[src/rtl/mandelbrot_pkg.sv]
// Shared types and constants for the Mandelbrot frame scheduler.
// Holds the FSM state encoding, the default frame geometry and the address-width helpers.
package mandelbrot_pkg;

  localparam int H_ACTIVE_DEF = 64;
  localparam int V_ACTIVE_DEF = 48;
  localparam int MAX_INFLIGHT_DEF = 16;
  localparam int COLOR_W = 9;

  // Counter width for n states; never narrower than one bit so degenerate geometries still elaborate.
  function automatic int cw(input int n);
    return (n > 1) ? $clog2(n) : 1;
  endfunction

  localparam int X_W_DEF = cw(H_ACTIVE_DEF);
  localparam int Y_W_DEF = cw(V_ACTIVE_DEF);
  localparam int ADDR_W_DEF = cw(H_ACTIVE_DEF * V_ACTIVE_DEF);

  typedef enum logic [1:0] {
    ST_IDLE,
    ST_RUN,
    ST_DRAIN,
    ST_DONE
  } state_t;

endpackage

[src/rtl/raster_counter.sv]
// Raster-order x/y counter with a synchronous clear, a count enable and a last-pixel flag.
// Both the coordinate issue side and the frame-buffer write side of the scheduler use it.
module raster_counter
  import mandelbrot_pkg::*;
#(
  parameter int H_ACTIVE = H_ACTIVE_DEF,
  parameter int V_ACTIVE = V_ACTIVE_DEF
) (
  input  logic                    clk,
  input  logic                    reset,
  input  logic                    clear,
  input  logic                    en,
  output logic [cw(H_ACTIVE)-1:0] x,
  output logic [cw(V_ACTIVE)-1:0] y,
  output logic                    last
);

  localparam int XW = cw(H_ACTIVE);
  localparam int YW = cw(V_ACTIVE);

  logic x_end;
  logic y_end;

  assign x_end = (x == XW'(H_ACTIVE - 1));
  assign y_end = (y == YW'(V_ACTIVE - 1));
  assign last  = x_end && y_end;

  // NOTE: state registers use non-blocking assignments so that every flop samples pre-edge values.
  always_ff @(posedge clk or posedge reset) begin
    if (reset) begin
      x <= '0;
      y <= '0;
    end else if (clear) begin
      x <= '0;
      y <= '0;
    end else if (en) begin
      if (x_end) begin
        x <= '0;
        y <= y_end ? '0 : y + YW'(1);
      end else begin
        x <= x + XW'(1);
      end
    end
  end

endmodule

[src/rtl/mandelbrot_scheduler.sv]
// Frame controller: issues raster coordinates to the iteration pipe under a credit limit
// and writes the in-order colour results to the frame buffer, with start/busy/done handshaking.
module mandelbrot_scheduler
  import mandelbrot_pkg::*;
#(
  parameter int H_ACTIVE     = H_ACTIVE_DEF,
  parameter int V_ACTIVE     = V_ACTIVE_DEF,
  parameter int MAX_INFLIGHT = MAX_INFLIGHT_DEF,
  parameter int COLOR_W      = mandelbrot_pkg::COLOR_W
) (
  input  logic                                clk,
  input  logic                                reset,
  input  logic                                start,
  output logic                                busy,
  output logic                                done,
  output logic                                err,
  output logic                                issue_valid,
  input  logic                                issue_ready,
  output logic [cw(H_ACTIVE)-1:0]             issue_x,
  output logic [cw(V_ACTIVE)-1:0]             issue_y,
  input  logic                                result_valid,
  input  logic [COLOR_W-1:0]                  result_color,
  output logic                                fb_we,
  output logic [cw(H_ACTIVE*V_ACTIVE)-1:0]    fb_addr,
  output logic [COLOR_W-1:0]                  fb_wdata,
  output logic [cw(MAX_INFLIGHT+1)-1:0]       inflight
);

  localparam int XW = cw(H_ACTIVE);
  localparam int YW = cw(V_ACTIVE);
  localparam int AW = cw(H_ACTIVE * V_ACTIVE);
  localparam int IW = cw(MAX_INFLIGHT + 1);

  state_t state;

  logic          frame_start;
  logic          issue_hs;
  logic          issue_last;
  logic          res_active;
  logic          res_accept;
  logic          res_error;
  logic [XW-1:0] wr_x;
  logic [YW-1:0] wr_y;
  logic          wr_last;
  logic [AW-1:0] wr_addr;

  assign frame_start = (state == ST_IDLE) && start;
  assign issue_valid = (state == ST_RUN) && (inflight < IW'(MAX_INFLIGHT));
  assign issue_hs    = issue_valid && issue_ready;

  // A result with nothing outstanding is a pipe protocol fault; it is dropped, never written.
  assign res_active = (state == ST_RUN) || (state == ST_DRAIN);
  assign res_accept = result_valid && res_active && (inflight != '0);
  assign res_error  = result_valid && !res_accept;

  assign wr_addr = AW'(wr_y) * AW'(H_ACTIVE) + AW'(wr_x);

  raster_counter #(
    .H_ACTIVE (H_ACTIVE),
    .V_ACTIVE (V_ACTIVE)
  ) u_issue_cnt (
    .clk   (clk),
    .reset (reset),
    .clear (frame_start),
    .en    (issue_hs),
    .x     (issue_x),
    .y     (issue_y),
    .last  (issue_last)
  );

  // Results return in issue order, so the write side simply walks the raster again.
  raster_counter #(
    .H_ACTIVE (H_ACTIVE),
    .V_ACTIVE (V_ACTIVE)
  ) u_write_cnt (
    .clk   (clk),
    .reset (reset),
    .clear (frame_start),
    .en    (res_accept),
    .x     (wr_x),
    .y     (wr_y),
    .last  (wr_last)
  );

  always_ff @(posedge clk or posedge reset) begin
    if (reset) begin
      state    <= ST_IDLE;
      busy     <= 1'b0;
      done     <= 1'b0;
      err      <= 1'b0;
      fb_we    <= 1'b0;
      fb_addr  <= '0;
      fb_wdata <= '0;
      inflight <= '0;
    end else begin
      fb_we <= 1'b0;
      done  <= 1'b0;

      if (res_accept) begin
        fb_we    <= 1'b1;
        fb_addr  <= wr_addr;
        fb_wdata <= result_color;
      end

      // A fault in the same cycle as the start still leaves err set.
      if (frame_start) err <= 1'b0;
      if (res_error)   err <= 1'b1;

      if (frame_start) begin
        inflight <= '0;
      end else if (issue_hs && !res_accept) begin
        inflight <= inflight + IW'(1);
      end else if (!issue_hs && res_accept) begin
        inflight <= inflight - IW'(1);
      end

      unique case (state)
        ST_IDLE: begin
          if (start) begin
            state <= ST_RUN;
            busy  <= 1'b1;
          end
        end
        ST_RUN: begin
          if (issue_hs && issue_last) state <= ST_DRAIN;
        end
        ST_DRAIN: begin
          if (res_accept && wr_last) begin
            state <= ST_DONE;
            busy  <= 1'b0;
            done  <= 1'b1;
          end
        end
        ST_DONE: begin
          state <= ST_IDLE;
        end
        default: state <= ST_IDLE;
      endcase
    end
  end

endmodule

[config.mk]
export PLATFORM = sky130hd
export DESIGN_NAME = mandelbrot_scheduler
export DESIGN_NICKNAME = d
export VERILOG_FILES = /design/src/rtl/mandelbrot_pkg.sv /design/src/rtl/raster_counter.sv /design/src/rtl/mandelbrot_scheduler.sv
export SDC_FILE = /design/constraint.sdc
export NUM_CORES = 1
export LEC_CHECK = 0
export CAP_MARGIN = 10
export CORE_ASPECT_RATIO = 1.5
export CORE_UTILIZATION = 50
export CTS_BUF_LIST = sky130_fd_sc_hd__clkbuf_2
export DETAILED_ROUTE_END_ITERATION = 16
export GPL_TIMING_DRIVEN = 0
export PLACE_DENSITY_LB_ADDON = 0.08
export REMOVE_ABC_BUFFERS = 1
export SLEW_MARGIN = 40
export SYNTH_ARGS = -nofsm -noshare
export SYNTH_HDL_FRONTEND = slang
export SYNTH_HIERARCHICAL = 1
export SYNTH_SLANG_ARGS = --single-unit
[constraint.sdc]
create_clock -name clk -period 3.2 [get_ports clk]
set_input_delay 0.64 -clock clk [delete_from_list [all_inputs] [get_ports clk]]
set_output_delay 0.64 -clock clk [all_outputs]
set_load 0.02 [all_outputs]
# After elaboration in Yosys (flattened, before gate mapping)
# Cells that the tools add are included.
[totals] elab_cells=87 reg_bits=56 in_bits=14 out_inout_bits=43
[classes] n_reduce_logical=28 n_mux=29 order_cmp=1 n_eq_ne=10 addsub=7
[op_table] operator="6-bit two-way mux" n=14
[op_table] operator="6-bit by 1-bit adder with 6-bit output, second input constant" n=4
[op_table] operator="6-bit equality test, second input constant" n=4
[op_table] operator="5-bit two-way mux" n=3
[op_table] operator="12-bit by 6-bit adder with 12-bit output" n=1
[op_table] operator="1-bit logical AND" n=12
[op_table] operator="2-bit nonzero test" n=6
[op_table] operator="2-bit case mux with 4 select lines" n=1
[op_table] operator="1-bit two-way mux" n=7
[op_table] operator="2-bit two-way mux" n=3
[op_table] operator="3-bit AND reduction" n=2
[op_table] operator="5-bit by 1-bit adder with 5-bit output, second input constant" n=1
[op_table] operator="5-bit < comparator, second input constant" n=1
[op_table] operator="5-bit nonzero test" n=1
[op_table] operator="5-bit by 1-bit subtractor with 5-bit output, second input constant" n=1
[op_table] operator="2-bit equality test, second input constant" n=2
[op_table] operator="2-bit by 1-bit inequality test with 1-bit output, second input constant" n=2
[op_table] operator="2-bit AND reduction" n=2
[op_table] operator="3-bit nonzero test" n=1
[op_table] operator="2-bit by 1-bit equality test with 1-bit output, second input constant" n=1
[op_table] operator="1-bit logical NOT" n=2
[op_table] operator="2-bit logical NOT" n=1
[op_table] operator="2-bit inequality test, second input constant" n=1
[op_table] operator="1-bit case mux with 2 select lines" n=1
[op_table] operator="1-bit logical OR" n=1

# Depth between registers and ports, before layout
[logic_depth] ltp_word=8 depth_mapped=12 ltp_nobuf=10

# Hierarchy
# The synthesis kept the hierarchy.
[by_module_without_submodules] mod="mandelbrot_scheduler" seq_area_each_um2=800.8 n_inst=1 cells_per_inst=116 area_each_um2=1526.5
[by_module_without_submodules] mod="raster_counter" seq_area_each_um2=300.3 n_inst=2 cells_per_inst=68 area_each_um2=656.9

# Worst setup path after synthesis
# Ideal clock, no wire load.
[synth_timing] path_kind="register to register" startpoint="register inflight[1]" endpoint="register inflight[4]" required_time_ps=3072 setup_time_ps=128 arrival_time_ps=2348 path_buffers=0 path_stages_with_launch=9 setup_slack_ps=724 synth_period_minus_slack_ps=2476 cell_sequence="dfrtp_1 > or4_4 > a21boi_4 > inv_2 > fa_1 > a21o_1 > a21oi_1 > o211ai_1 > o311a_2"
[synth_between] elab_chain_cells=6 word_cells_on_any_way=15 cone_classes="add/sub (2); order compare (1); mux (3); reduce/logical (9)"
[synth_lines] item="start: declaration" line="mandelbrot_scheduler.sv:26" rtl="output logic [cw(MAX_INFLIGHT+1)-1:0] inflight"
[synth_lines] item="start signal: assignment" line="mandelbrot_scheduler.sv:112" rtl="inflight <= inflight + IW'(1);"
[synth_lines] item="start signal: assignment" line="mandelbrot_scheduler.sv:114" rtl="inflight <= inflight - IW'(1);"
[synth_lines] item="5-bit < comparator or 5-bit nonzero test (tied branches)" line="mandelbrot_scheduler.sv:48, mandelbrot_scheduler.sv:53"
[synth_lines] item="1-bit logical AND, on equally long branches" line="mandelbrot_scheduler.sv:48, mandelbrot_scheduler.sv:53"
[synth_lines] item="1-bit logical AND or 1-bit logical NOT (tied branches)" line="mandelbrot_scheduler.sv:49, mandelbrot_scheduler.sv:111"
[synth_lines] item="1-bit logical AND or 1-bit logical NOT (tied branches)" line="mandelbrot_scheduler.sv:111, mandelbrot_scheduler.sv:113"
[synth_lines] item="5-bit two-way mux or 1-bit logical AND (tied branches)" line="mandelbrot_scheduler.sv:111, mandelbrot_scheduler.sv:113"
[synth_lines] item="5-bit two-way mux or 3-bit nonzero test (tied branches)"
# Parallel ways exist; a longest one is shown, timed or not. The select of a mux whose other input is x is not followed.
# A chain may end at the register's enable or synchronous reset.

# Final worst setup path
[layout_timing] startpoint="register inflight[1]" endpoint="register u_write_cnt.y[5]"
[layout_between] elab_chain_cells=4
[layout_lines] item="5-bit nonzero test" line="mandelbrot_scheduler.sv:53" rtl="assign res_accept = result_valid && res_active && (inflight != '0);"
[layout_lines] item="1-bit logical AND" line="mandelbrot_scheduler.sv:53"
[layout_lines] item="named net res_accept" line="mandelbrot_scheduler.sv:40" rtl="logic res_accept;"
[layout_lines] item="2-bit nonzero test (no source line)"
[layout_lines] item="2-bit AND reduction (no source line)"
[layout_lines] item="end signal: assignment" line="raster_counter.sv:39" rtl="y <= y_end ? '0 : y + YW'(1);"
[layout_lines] item="end: declaration" line="raster_counter.sv:14" rtl="output logic [cw(V_ACTIVE)-1:0] y,"
# The timed path passes the listed nets, and every way through them passes these cells.

==> impl_results.html <==
<table>
<tr><th>Metric</th><th>Value</th></tr>
<tr><th colspan="2">Status</th></tr>
<tr><td>Status</td><td>finished clean</td></tr>
<tr><th colspan="2">Yosys</th></tr>
<tr><td>Cell area after technology mapping</td><td>2840 um^2</td></tr>
<tr><td>Synth cell types</td><td>49</td></tr>
<tr><td>Fraction of the yosys area taken by sequential cells</td><td>49.3%</td></tr>
<tr><td>Most area-hungry cell type in the Yosys netlist</td><td>dfrtp_1</td></tr>
<tr><td>Post-synthesis mux area share</td><td>9.43%</td></tr>
<tr><td>Portion of synthesized cell area occupied by the leading cell type</td><td>49.3%</td></tr>
<tr><td>Number of standard cells after synthesis</td><td>252</td></tr>
<tr><td>Synth Area in XOR/XNOR</td><td>2.16%</td></tr>
<tr><td>Simple-gate portion of the synthesized area</td><td>15.6%</td></tr>
<tr><td>Top flip-flop cell by instance count after synthesis</td><td>dfrtp_1</td></tr>
<tr><td>Post-Synth Adder-Cell Area</td><td>5.11%</td></tr>
<tr><td>Synth Area in Compound Gates</td><td>14.1%</td></tr>
<tr><td>Dominant combinational cell family by area after synthesis</td><td>simple AND/OR/NAND/NOR gates</td></tr>
<tr><td>Warning count from the yosys run</td><td>6</td></tr>
<tr><td>Synthesized flop and latch total</td><td>56</td></tr>
<tr><td>Average instance area after synthesis</td><td>11.3 um^2</td></tr>
<tr><td>Synth area leaders</td><td>dfrtp_1 (49%), mux2_2 (8.7%), ha_1 (4.4%)</td></tr>
<tr><td>Post-synth EDFFs</td><td>0</td></tr>
<tr><td>Share of async-settable or async-resettable flops after synthesis</td><td>100%</td></tr>
<tr><th colspan="2">STA</th></tr>
<tr><td>Total Negative Setup Slacks</td><td>0 ps</td></tr>
<tr><td>RSZ-0062 raised after global routing</td><td>false</td></tr>
<tr><td>Transition time at the pin with the least slew margin</td><td>760 ps</td></tr>
<tr><td>Tmin final</td><td>2860 ps</td></tr>
<tr><td>Fmax</td><td>0.349 GHz</td></tr>
<tr><td>Fin crit share</td><td>89.5%</td></tr>
<tr><td>Normalized max-slew margin</td><td>49.1%</td></tr>
<tr><td>Post-route setup slack</td><td>337 ps</td></tr>
<tr><td>Number of setup violations in the final report</td><td>0</td></tr>
<tr><td>Hold Fails Final Rpt</td><td>0</td></tr>
<tr><td>Hold Slack</td><td>526 ps</td></tr>
<tr><td>Final clock skew</td><td>21.8 ps</td></tr>
<tr><td>Final-report max-slew violation count</td><td>0</td></tr>
<tr><th colspan="2">Critical path</th></tr>
<tr><td>Worst Setup End Kind</td><td>flop</td></tr>
<tr><td>Flop2flop setup slack</td><td>340 ps</td></tr>
<tr><td>Type of origin of the critical path</td><td>flop</td></tr>
<tr><td>Critical R2R Capture</td><td>u_write_cnt/y[5]</td></tr>
<tr><td>Worst flop-to-flop path startpoint</td><td>inflight[1]</td></tr>
<tr><td>Data arrival time of the critical path</td><td>3250 ps</td></tr>
<tr><td>Count of cells along the worst register-to-register path</td><td>7</td></tr>
<tr><td>Top fanout value on the critical path</td><td>23</td></tr>
<tr><td>WP data required</td><td>3580 ps</td></tr>
<tr><td>Worst setup path category</td><td>reg2reg</td></tr>
<tr><th colspan="2">Route</th></tr>
<tr><td>Detailed-route DRC error count</td><td>0</td></tr>
<tr><td>Detailed Routing Iterations Pass 1</td><td>4</td></tr>
<tr><td>Via total after detailed routing</td><td>2148</td></tr>
<tr><td>Vias per cell</td><td>5.70</td></tr>
<tr><td>DRC violation total after the first TritonRoute iteration</td><td>72</td></tr>
<tr><td>Total detailed-routing wirelength</td><td>5590 um</td></tr>
<tr><td>Antenna-violating nets left</td><td>0</td></tr>
<tr><td>WL/cell</td><td>14.8 um</td></tr>
<tr><th colspan="2">Worst hold path</th></tr>
<tr><td>Hold WC Path Type</td><td>in2async</td></tr>
<tr><th colspan="2">Clock tree</th></tr>
<tr><td>Max Root-Sink Buffers</td><td>2</td></tr>
<tr><td>Cells resized by post-CTS repair</td><td>0</td></tr>
<tr><td>Skew-Pair Late Insertion Delay</td><td>460 ps</td></tr>
<tr><td>Cell at the root of the clock tree</td><td>clkbuf_2</td></tr>
<tr><td>Post-CTS clock slew at the launch and capture registers of the worst setup and hold paths</td><td>290 ps</td></tr>
<tr><td>Number of buffers inserted to repair setup after CTS</td><td>0</td></tr>
<tr><td>TritonCTS clock tree</td><td>yes</td></tr>
<tr><td>CTS Buf Count</td><td>5</td></tr>
<tr><td>H-tree depth</td><td>2</td></tr>
<tr><td>Total number of clock tree sinks</td><td>56</td></tr>
<tr><td>Cts hold-fix bufs</td><td>0</td></tr>
<tr><th colspan="2">Floorplanning</th></tr>
<tr><td>I/O Pins</td><td>57</td></tr>
<tr><td>Height of the die</td><td>94.3 um</td></tr>
<tr><td>Area enclosed by the die boundary</td><td>5990 um^2</td></tr>
<tr><td>Overall die width</td><td>63.5 um</td></tr>
<tr><td>Core Footprint</td><td>5450 um^2</td></tr>
<tr><td>Standard-cell rows</td><td>33</td></tr>
<tr><td>Initial Util</td><td>52.1%</td></tr>
<tr><th colspan="2">Finish</th></tr>
<tr><td>Nets</td><td>331</td></tr>
<tr><td>Antenna Diode Count</td><td>0</td></tr>
<tr><td>Filler cell count in the final layout</td><td>492</td></tr>
<tr><td>Layout overhead on the synthesized area</td><td>22.6%</td></tr>
<tr><td>Ratio of cells with drive above 1 in the final layout</td><td>15.6%</td></tr>
<tr><td>Post-route design area</td><td>3480 um^2</td></tr>
<tr><th colspan="2">Power</th></tr>
<tr><td>Overall power after layout</td><td>0.00274 W</td></tr>
<tr><td>Pleak</td><td>1.58 nW</td></tr>
<tr><td>Power density cells</td><td>787 nW/um^2</td></tr>
<tr><td>Worst IR drop on VDD</td><td>0.000546 V</td></tr>
<tr><th colspan="2">Global route</th></tr>
<tr><td>Number of global-route vias before repair</td><td>2153</td></tr>
<tr><td>Antenna violations before repair</td><td>0</td></tr>
<tr><td>Largest net degree at the start of global routing</td><td>33</td></tr>
<tr><td>All-Layer GR Usage</td><td>20.3%</td></tr>
<tr><td>Global-route congestion overflow total</td><td>0</td></tr>
<tr><td>Wire length of the first global-routing pass</td><td>9440 um</td></tr>
<tr><th colspan="2">Placement</th></tr>
<tr><td>Post-place setup slack</td><td>22.1 ps</td></tr>
<tr><td>Final weighted congestion in routability-driven placement</td><td>0.807</td></tr>
<tr><td>Area of placed instances</td><td>3420 um^2</td></tr>
<tr><td>Detailed Place HPWL</td><td>3930 um</td></tr>
<tr><td>IO buf count</td><td>56</td></tr>
<tr><th colspan="2">Flow run</th></tr>
<tr><td>Number of max-capacitance violations reported</td><td>0</td></tr>
</table>
## synthesized netlist by cell type, types with 2 or more instances
library cell	instances
a21oi_1	13
ha_1	10
nand2_4	2
nand3_1	20
nand3b_1	3
inv_1	11
dfrtp_1	56
o21ai_0	7
inv_2	2
a22o_1	3
buf_6	4
mux2_2	22
or4_1	5
clkbuf_1	2
nor2_1	12
a311oi_1	4
nor3_1	2
buf_4	2
mux2i_1	2
nand4_1	2
and3_4	2
or3_1	2
nor4_1	3
o31a_1	2
o211ai_1	4
a211oi_1	4
o31ai_1	2
and3_1	5
xor2_1	7
a41oi_1	4
nand2b_1	2
nand2_1	14
## worst max path at each step
stage	slack (ps)	endpoint	cells after the start	from
6_report	340	u_write_cnt/y[5]	7	inflight[1]
5_1_grt	100	u_write_cnt/y[5]	7	inflight[1]
4_1_cts	310	u_write_cnt/y[5]	7	inflight[1]
3_5_place_dp	20	inflight[4]	9	issue_ready
3_3_place_gp	40	inflight[4]	9	issue_ready
2_1_floorplan	720	u_write_cnt/y[5]	7	inflight[1]
## layout make-up
cell class | count | area, um^2 | share of cell area (%)
Clock buffer | 5 | 25.0 | 0.718
Multi-Input combinational cell | 174 | 1320 | 37.8
Timing Repair Buffer | 56 | 561 | 16.1
Inverter | 13 | 48.8 | 1.40
Clock inverter | 3 | 42.5 | 1.22
Sequential cell | 56 | 1400 | 40.2
Tap cell | 70 | 87.6 | 2.51
## critical path, cell delays in order, from the launching register on
cell and delay [ps]:
dfrtp_1 530, or4_4 610, o21ai_4 620, inv_2 210, and3_1 340, a21oi_1 250
a21oi_1 60, o21ai_0 190
## power by group
part	switching (W)	internal, W
Sequential	0.000171	0.000881
Clock	0.000225	0.000131
Combinational	0.000680	0.000656
## registers in the layout, indices dropped and copies added (netlist names)
name	count
done	1
busy	1
err	1
u_write_cnt/x	6
state	2
fb_we	1
fb_wdata	9
u_write_cnt/y	6
u_issue_cnt/y	6
inflight	5
u_issue_cnt/x	6
fb_addr	12
## layer usage
metal | track usage (%) | vias up | routed length, um
li1 | - | 1039 | -
met1 | 22.0 | 1050 | 2420
met2 | 38.3 | 47 | 2880
met3 | 3.40 | 12 | 175
met4 | 8.14 | 0 | 113
met5 | 0 | - | 0
## through the flow
stage,util (%),std cells
final,63.9,377
after global routing,63.9,377
after CTS,63.9,377
after detailed placement,62.7,369
after global placement,62.7,369
after floorplan,-,243
## cell usage in the layout (no fill, tap or decap), types with 2 or more instances in the layout
master and n:
inv_1 9, nand2_4 2, mux2i_1 2, nand3b_1 3, a211oi_1 4, a311oi_1 4, clkbuf_2 5, or4_1 5
a21oi_1 13, mux2_2 22, nand3_1 20, a41oi_1 4, or3_1 2, and3_4 2, xor2_1 7, o211ai_1 4
nand4_1 2, o21ai_0 7, inv_2 4, dfrtp_1 56, nor4_1 3, nor3_1 2, o31a_1 2, ha_1 10
nand2_1 14, a22o_1 3, nor2_1 12, nand2b_1 2, o31ai_1 2, clkdlybuf4s50_1 56, and3_1 5
## logic make-up (layout without fill, tap and decap cells)
family,after synthesis,count (layout)
AOI/OAI and AO/OA,53,53
xor gates and xnor gates,7,7
adders and majority gates,11,11
buffers and inverters,22,77
DFF,56,56
muxes,24,24
and+or+nand+nor,79,79
No activity file was read; power rests on OpenSTA's default activity.
